==> config.mk <==
export PLATFORM = sky130hd
export DESIGN_NAME = top_window_accum
export DESIGN_NICKNAME = d
export VERILOG_FILES = /design/src/rtl/top_pkg.sv /design/src/rtl/top_window_ctrl.sv /design/src/rtl/top_window_accum.sv
export SDC_FILE = /design/constraint.sdc
export NUM_CORES = 1
export LEC_CHECK = 0
export BUFFER_PORTS_ARGS = -buffer_cell sky130_fd_sc_hd__buf_2
export CORE_ASPECT_RATIO = 0.8
export CORE_MARGIN = 10
export CORE_UTILIZATION = 40
export DETAILED_ROUTE_END_ITERATION = 10
export HOLD_SLACK_MARGIN = 0.02
export SLEW_MARGIN = 15
export SYNTH_ARGS = -nofsm -noshare
export SYNTH_HDL_FRONTEND = slang
export SYNTH_SLANG_ARGS = --single-unit
==> constraint.sdc <==
create_clock -name clk -period 2.9 [get_ports clk]
set_input_delay 0.58 -clock clk [delete_from_list [all_inputs] [get_ports clk]]
set_output_delay 0.58 -clock clk [all_outputs]
set_load 0.05 [all_outputs]
==> src/rtl/top_pkg.sv <==
// Shared constants and types for the windowed sample accumulator.
package top_pkg;

    localparam int SUM_W    = 14;
    localparam int CNT_W    = 7;
    localparam int PEAK_W   = 8;
    localparam int PEAK_LSB = 24;

    typedef enum logic [0:0] {
        IDLE  = 1'b0,
        ACCUM = 1'b1
    } state_t;

endpackage

==> src/rtl/top_window_ctrl.sv <==
// Window sequencing for top_window_accum: length latch, sample count,
// busy/done flags, plus same-cycle start/complete strobes for the datapath.
module top_window_ctrl
    import top_pkg::*;
#(
    parameter int LEN_W = 6
) (
    input  logic             clk,
    input  logic             rst,
    input  logic             x,
    input  logic [LEN_W-1:0] z,
    output logic             start,
    output logic             complete,
    output logic             busy,
    output logic             done
);

    state_t             state_r;
    logic [CNT_W-1:0]   count_r;
    logic [CNT_W-1:0]   len_r;
    logic               busy_r;
    logic               done_r;

    logic [CNT_W-1:0]   z_len_s;
    logic [CNT_W-1:0]   len_eff_s;
    logic [CNT_W-1:0]   next_count_s;
    logic               start_s;
    logic               complete_s;

    // Decode the window length and the strobes for the current accept edge
    always_comb begin
        z_len_s      = (z == {LEN_W{1'b0}}) ? 7'd64 : CNT_W'(z);
        // The first sample of a window must see Z directly, since len_r is only loaded on that edge
        len_eff_s    = (state_r == IDLE) ? z_len_s : len_r;
        next_count_s = count_r + 7'd1;
        start_s      = x && (state_r == IDLE);
        complete_s   = x && (next_count_s == len_eff_s);
    end

    // Window FSM with count, latched length and registered flags
    always_ff @(posedge clk) begin
        if (rst) begin
            state_r <= IDLE;
            count_r <= 7'd0;
            len_r   <= 7'd0;
            busy_r  <= 1'b0;
            done_r  <= 1'b0;
        end else if (x) begin
            if (start_s) begin
                len_r <= z_len_s;
            end else begin
                len_r <= len_r;
            end
            case (complete_s)
                1'b1: begin
                    state_r <= IDLE;
                    count_r <= 7'd0;
                    busy_r  <= 1'b0;
                    done_r  <= 1'b1;
                end
                default: begin
                    state_r <= ACCUM;
                    count_r <= next_count_s;
                    busy_r  <= 1'b1;
                    done_r  <= 1'b0;
                end
            endcase
        end else begin
            done_r <= 1'b0;
        end
    end

    assign start    = start_s;
    assign complete = complete_s;
    assign busy     = busy_r;
    assign done     = done_r;

endmodule

==> src/rtl/top_window_accum.sv <==
// Windowed sample accumulator: sums Z accepted samples and publishes the total on A.
// Optional build macro TOP_PEAK_EN adds the window peak sample in A[31:24].
module top_window_accum
    import top_pkg::*;
#(
    parameter int DATA_W = 8,
    parameter int LEN_W  = 6,
    parameter int OUT_W  = 32
) (
    input  logic              clk,
    input  logic              rst,
    input  logic              X,
    input  logic [DATA_W-1:0] Y,
    input  logic [LEN_W-1:0]  Z,
    output logic [OUT_W-1:0]  A,
    output logic              B,
    output logic              C
);

    logic               start_s;
    logic               complete_s;
    logic               busy_s;
    logic               done_s;

    logic [SUM_W-1:0]   sum_r;
    logic [SUM_W-1:0]   next_sum_s;
    logic [OUT_W-1:0]   a_r;
    logic [OUT_W-1:0]   a_next_s;

    top_window_ctrl #(
        .LEN_W    (LEN_W)
    ) u_ctrl (
        .clk      (clk),
        .rst      (rst),
        .x        (X),
        .z        (Z),
        .start    (start_s),
        .complete (complete_s),
        .busy     (busy_s),
        .done     (done_s)
    );

`ifdef TOP_PEAK_EN
    logic [PEAK_W-1:0]  peak_r;
    logic [PEAK_W-1:0]  next_peak_s;

    // Running maximum; a new window starts from the incoming sample alone
    always_comb begin
        if (start_s || (Y > peak_r)) begin
            next_peak_s = Y;
        end else begin
            next_peak_s = peak_r;
        end
    end

    // Peak register, cleared once its window has been published
    always_ff @(posedge clk) begin
        if (rst) begin
            peak_r <= 8'd0;
        end else if (X) begin
            peak_r <= complete_s ? 8'd0 : next_peak_s;
        end else begin
            peak_r <= peak_r;
        end
    end
`endif

    // Sum of the current window including the sample being accepted, and the A word built from it
    always_comb begin
        next_sum_s = sum_r + SUM_W'(Y);
        a_next_s   = {OUT_W{1'b0}};
        a_next_s[SUM_W-1:0] = next_sum_s;
`ifdef TOP_PEAK_EN
        a_next_s[PEAK_LSB +: PEAK_W] = next_peak_s;
`endif
    end

    // Sum accumulator and result register
    always_ff @(posedge clk) begin
        if (rst) begin
            sum_r <= 14'd0;
            a_r   <= 32'd0;
        end else if (X && complete_s) begin
            sum_r <= 14'd0;
            a_r   <= a_next_s;
        end else if (X) begin
            sum_r <= next_sum_s;
        end else begin
            sum_r <= sum_r;
        end
    end

    assign A = a_r;
    assign B = busy_s;
    assign C = done_s;

endmodule

Word-level counts from Yosys, hierarchy flattened

Index checks and enable logic that the tools add are counted.

$add $sub $neg: 2
Bitwise gates (word level): 2
Eq/ne operators: 1
Reductions and logical operators: 7
Mux-type cells: 5

Operators by type and width:

| operator                                                      | count |
|---|---|
| 7-bit 2-to-1 mux                                              | 3 |
| 14-bit by 8-bit adder with 14-bit output                      | 1 |
| 7-bit by 1-bit adder with 7-bit output, second input constant | 1 |
| 7-bit equality test                                           | 1 |
| 6-bit zero test                                               | 1 |
| 2-bit OR reduction                                            | 2 |
| 1-bit logical AND                                             | 3 |
| 1-bit 2-to-1 mux                                              | 2 |
| 1-bit NOT                                                     | 2 |
| 2-bit AND reduction                                           | 1 |

Output and inout port bits: 34
Register bits: 44
Bits of input ports: 17
Word-level logic and storage cells: 23

Logic depth before layout (Yosys ltp)

Depth after elaboration: 7
Depth in mapped cells: 9
Depth with buffers taken out: 8

By module

From an unflattened synthesis, not the netlist that was laid out.

Cell total of the unflattened synthesis: 319
Area, all modules: 2706.3 um^2

By module, submodules not included:

| module           | instances | sequential area each (um^2) | cells an instance | area an instance (um^2) |
|---|---|---|---|---|
| top_window_accum | 1         | 560.5                       | 218               | 1776.7 |
| top_window_ctrl  | 1         | 320.3                       | 101               | 929.6 |

Worst setup path before layout

OpenSTA, ideal clock, no wires.

Kind: input to register
Start: in Z[3]
End: reg a_r[0], in the netlist A[0]
Required time: 2.772 ns
Setup time: 0.128 ns
Buffers on the path: 1
Cell stages on the path: 7
Setup slack: 0.321 ns
Data arrival time: 2.452 ns
Cell sequence: or4_4 o41ai_2 xor3_2 nor4b_4 buf_6 mux2i_1 nor2_1

Cells in the longest elaborated chain, start to end: 6

RTL lines:

| item                    | line                   | RTL |
|---|---|---|
| from (decl)             | top_window_accum.sv:14 | `input logic [LEN_W-1:0] Z,` |
| 6-bit zero test         | top_window_ctrl.sv:32  | `z_len_s = (z == {LEN_W{1'b0}}) ? 7'd64 : CNT_W'(z);` |
| 7-bit 2-to-1 mux (*)    | top_window_ctrl.sv:32  |  |
| 7-bit 2-to-1 mux (*)    | top_window_ctrl.sv:34  | `len_eff_s = (state_r == IDLE) ? z_len_s : len_r;` |
| 7-bit equality test (*) | top_window_ctrl.sv:37  | `complete_s = x && (next_count_s == len_eff_s);` |
| 1-bit logical AND (*)   | top_window_ctrl.sv:37  |  |
| 1-bit logical AND (*)   | top_window_accum.sv:83 | `end else if (X && complete_s) begin` |
| to (signal assigned)    | top_window_accum.sv:85 | `a_r <= a_next_s;` |
| to (decl)               | top_window_accum.sv:27 | `logic [OUT_W-1:0] a_r;` |

Every way passes the cells marked *; elsewhere a longest branch is shown, timed or not.
A chain may end at the register's enable or synchronous reset.

Worst setup path after layout

Start: reg u_ctrl.count_r[0]
End: reg u_ctrl.count_r[3]

Cells in the longest elaborated chain, start to end: 4

RTL lines:

| item                                       | line                  | RTL |
|---|---|---|
| from (decl)                                | top_window_ctrl.sv:19 | `logic [CNT_W-1:0] count_r;` |
| from (signal assigned)                     | top_window_ctrl.sv:63 | `count_r <= next_count_s;` |
| 7-bit by 1-bit adder with 7-bit output (*) | top_window_ctrl.sv:35 | `next_count_s = count_r + 7'd1;` |
| 7-bit equality test                        | top_window_ctrl.sv:37 |  |
| 1-bit logical AND                          | top_window_ctrl.sv:37 |  |
| 7-bit 2-to-1 mux (*)                       | top_window_ctrl.sv:54 | `case (complete_s)` |

Marked as above.

==> results.md <==
- Reg power frac: 0.473
- Mapped Area: 2540 µm²
- Worst Hold Launch: A[6]
- Vias in the first global route: 1772
- First-pass GRT wire length: about 8400 µm
- Clk buf depth: 2
- Worst Hold Class: register to register
- DRC viols: 0
- Number of DRC markers in iteration 0: slightly below 60
- Unrepaired setup endpoints after global routing: false
- Worst-path fanout max: 17
- Area Growth Syn to Fin: 9.60%
- Io pins: between 50 and 60
- Core Box Area: slightly above 6000 µm²
- Adder-cell share of the synthesized area: 0.0522
- Crit path DAT: 2.62 ns
- Relative max-transition margin: 0.659
- CTS tree: yes
- Post-synth ARST share: 0
- Row Count: 25
- Largest family of logic cells by synthesized area: simple AND/OR/NAND/NOR gates
- Final net count: about 330
- WP data required: a little over 3 ns
- Main synth FF type: dfxtp_1
- Number of antenna violations at the first check in global routing: 0
- CTS Hold Bufs: 0
- Max-cap viol count: 0
- Die Area: 9970 µm²
- Net Sw Power: approximately 0.00047 W
- Gate count after technology mapping: roughly 270
- R2R depth: 8
- Power Total: between 0.001 and 0.0015 W
- P per Cell Area: between 500 and 600 nW/µm²
- Placed cell count: 373
- FF+latch count, synth: between 40 and 50
- IO Port Bufs: 32
- Clock Sinks: 44
- Flop-to-flop setup slack: between 0.4 and 0.5 ns
- Synth warn: 0
- Worst setup path class: register to register
- Fillers: around 600
- GRT overflow: 0
- R2r startpoint: u_ctrl.count_r[0]
- Sw Ratio: 0.329
- Filler-free cell count of the finished design: 380
- CTS Buf Count: 5
- Die Y: ~91 µm
- CTS root buffer: clkbuf_8
- Crit end category: register
- Die Span X: 109 µm
- Max Freq: around 400 MHz
- Final hold vios: 0
- Share of layout cells above drive strength 1: 0.197
- Post_cts resized: 0
- Area of the multi-input gates: 1500 µm²
- Register area share after synthesis: 0.346
- H-tree levels: 2
- Post-CTS setup buffer count: 0
- Antenna Violating Nets Remaining: 0
- Worst skew pair latency: ~0.29 ns
- Status: finished clean
- Total Wirelength: approximately 5000 µm
- Crit start category: register
- Worst Max-Slew Pin Slew: 0.510 ns
- Utilization after layout: 0.462
- Synth Area in Simple Gates: 0.174
- VDD IR max: approximately 0.26 mV
- Routability Congestion: ~0.75
- Vias per cell: 4.66
- Multiplexer area fraction after synthesis: 0.118
- ANT cells: 0
- Final period util: 0.843
- Synth Area in Compound Gates: 0.0930
- Detailed placement HPWL: 3790 µm
- Initial core utilization: 0.421
- Layout Skew: between 0.01 and 0.015 ns
- Register area: a little under 900 µm²
- Clk slew on worst S/H paths: around 0.09 ns
- Final Setup Violations: 0
- Post-synth EDFFs: 0
- First-pass DRT Iterations: 4
- Cells on Worst Hold Path: 2
- Int Power: roughly 0.00095 W
- XOR/XNOR share of the synthesized area: 0.126
- Leak: ~1.2 nW
- DR WL/cell: 13.0 µm
- Largest net degree at the start of global routing: 31
- Final min period: around 2.4 ns
- Clock share of power: 0.257
- Worst Hold End: A[6]
- Setup TNS Final: 0 ns
- Max-slew violation count: 0
- Gr usage total: 0.102
- Syn avg cell area: about 9.5 µm²
- Combinational share of power: 0.270
- Crit Reg-Reg Endpoint: u_ctrl.count_r[3]
- Routed via count: between 1500 and 2000
- Yosys cell types: 44
[how the worst max path moves through the flow]
stage | start | end | slack (ns) | cells past startpoint
6_report | u_ctrl.count_r[0] | u_ctrl.count_r[3] | 0.46 | 8
3_3_place_gp | Z[3] | u_ctrl.count_r[3] | 0.19 | 8
5_1_grt | u_ctrl.count_r[0] | A[11] | 0.21 | 8
2_1_floorplan | Z[3] | A[0] | 0.32 | 7
4_1_cts | u_ctrl.count_r[0] | u_ctrl.count_r[3] | 0.43 | 8
3_5_place_dp | Z[3] | u_ctrl.count_r[3] | 0.14 | 8
[power by group through the flow]
stage	registers, W	clock network, W	logic [W]
final	0.000669	0.000363	0.000381
after detailed placement	0.000683	0	0.000379
after global placement	0.000682	0	0.000377
after floorplan	0.000693	0	0.000317
after CTS	0.000669	0.000381	0.000382
after global routing	0.000675	0.000402	0.000422
[layout make-up]
class | instances | area share
Multi-Input combinational cell | 206 | 0.538
Sequential cell | 44 | 0.316
Timing Repair Buffer | 40 | 0.0790
Tap cell | 81 | 0.0364
Clock buffer | 6 | 0.0260
Inverter | 2 | 0.00269
Clock inverter | 1 | 0.00180
[sequential cells by signal, summed over array words and instances, names as in the netlist]
| register | count |
|---|---|
| A | 14 |
| sum_r | 14 |
| u_ctrl.busy | 1 |
| u_ctrl.count_r | 7 |
| u_ctrl.done | 1 |
| u_ctrl.len_r | 7 |
[synth_stat cells (2+ instances only)]
library cell	instances	share of area
a21oi_1	9	0.018
buf_6	4	0.018
buf_1	2	0.0030
nor2_1	41	0.061
a211oi_2	5	0.025
o21ai_0	5	0.0098
ha_1	9	0.044
and3_1	2	0.0049
nor3_1	2	0.0039
nand2b_1	6	0.015
nor2b_1	4	0.0098
xnor3_1	3	0.027
nand4_1	2	0.0049
a31oi_1	2	0.0049
nand3_1	5	0.0098
nand3b_1	5	0.015
mux2i_1	30	0.12
a21o_1	2	0.0059
dfxtp_1	44	0.35
o21bai_1	2	0.0059
buf_4	18	0.053
a211oi_1	3	0.0089
clkbuf_1	7	0.010
xnor2_1	14	0.048
xor2_1	12	0.041
nand2_1	9	0.013
inv_1	2	0.0030
nor2_2	2	0.0049
[layer usage]
layer / wire [µm] / part of all wire / global-route usage / up-vias
met2: 1930 / 0.39 / 0.143 / 45
met3: 389 / 0.078 / 0.0332 / 2
met5: 0 / 0 / 0 / -
li1: - / - / - / 939
met1: 2590 / 0.52 / 0.143 / 785
met4: 40 / 0.0081 / 0.0296 / 0
[logic make-up after synthesis]
group	after synthesis
DFF	44
adders and majority gates	10
AOI/OAI and AO/OA	32
buffers and inverters	34
and+or+nand+nor	86
other	1
xor gates and xnor gates	30
muxes	30
[metrics by stage]
step	hold WS [ns]	area, µm²	setup WS (ns)
after CTS	0.501	2790	0.426
final	0.493	2790	0.456
after global placement	0.470	2710	0.187
after global routing	0.524	2790	0.208
after floorplan	0.460	2610	0.321
after detailed placement	0.481	2710	0.139
[worst max-delay path, cell delays in order, from the launching register on]
cell	delay [ns]
dfxtp_1	0.43
ha_1	0.25
and3_1	0.26
and3_4	0.22
xor3_2	0.34
nor4b_4	0.31
buf_4	0.28
o22ai_1	0.10
nor2b_1	0.14
[placed cells by master, fill, tap and decap left out, drive strengths merged, types with 3 or more instances in the layout]
| master | n |
|---|---|
| xor2 | 12 |
| clkbuf | 6 |
| nand2 | 9 |
| and3 | 3 |
| dfxtp | 44 |
| conb | 18 |
| nand3 | 5 |
| a21oi | 9 |
| buf | 40 |
| nand2b | 6 |
| xnor2 | 14 |
| ha | 9 |
| o21ai | 5 |
| nor2b | 4 |
| nand3b | 5 |
| xnor3 | 3 |
| nor2 | 43 |
| mux2i | 30 |
| a211oi | 8 |
Note: power is estimated with default switching activity, not from simulation.
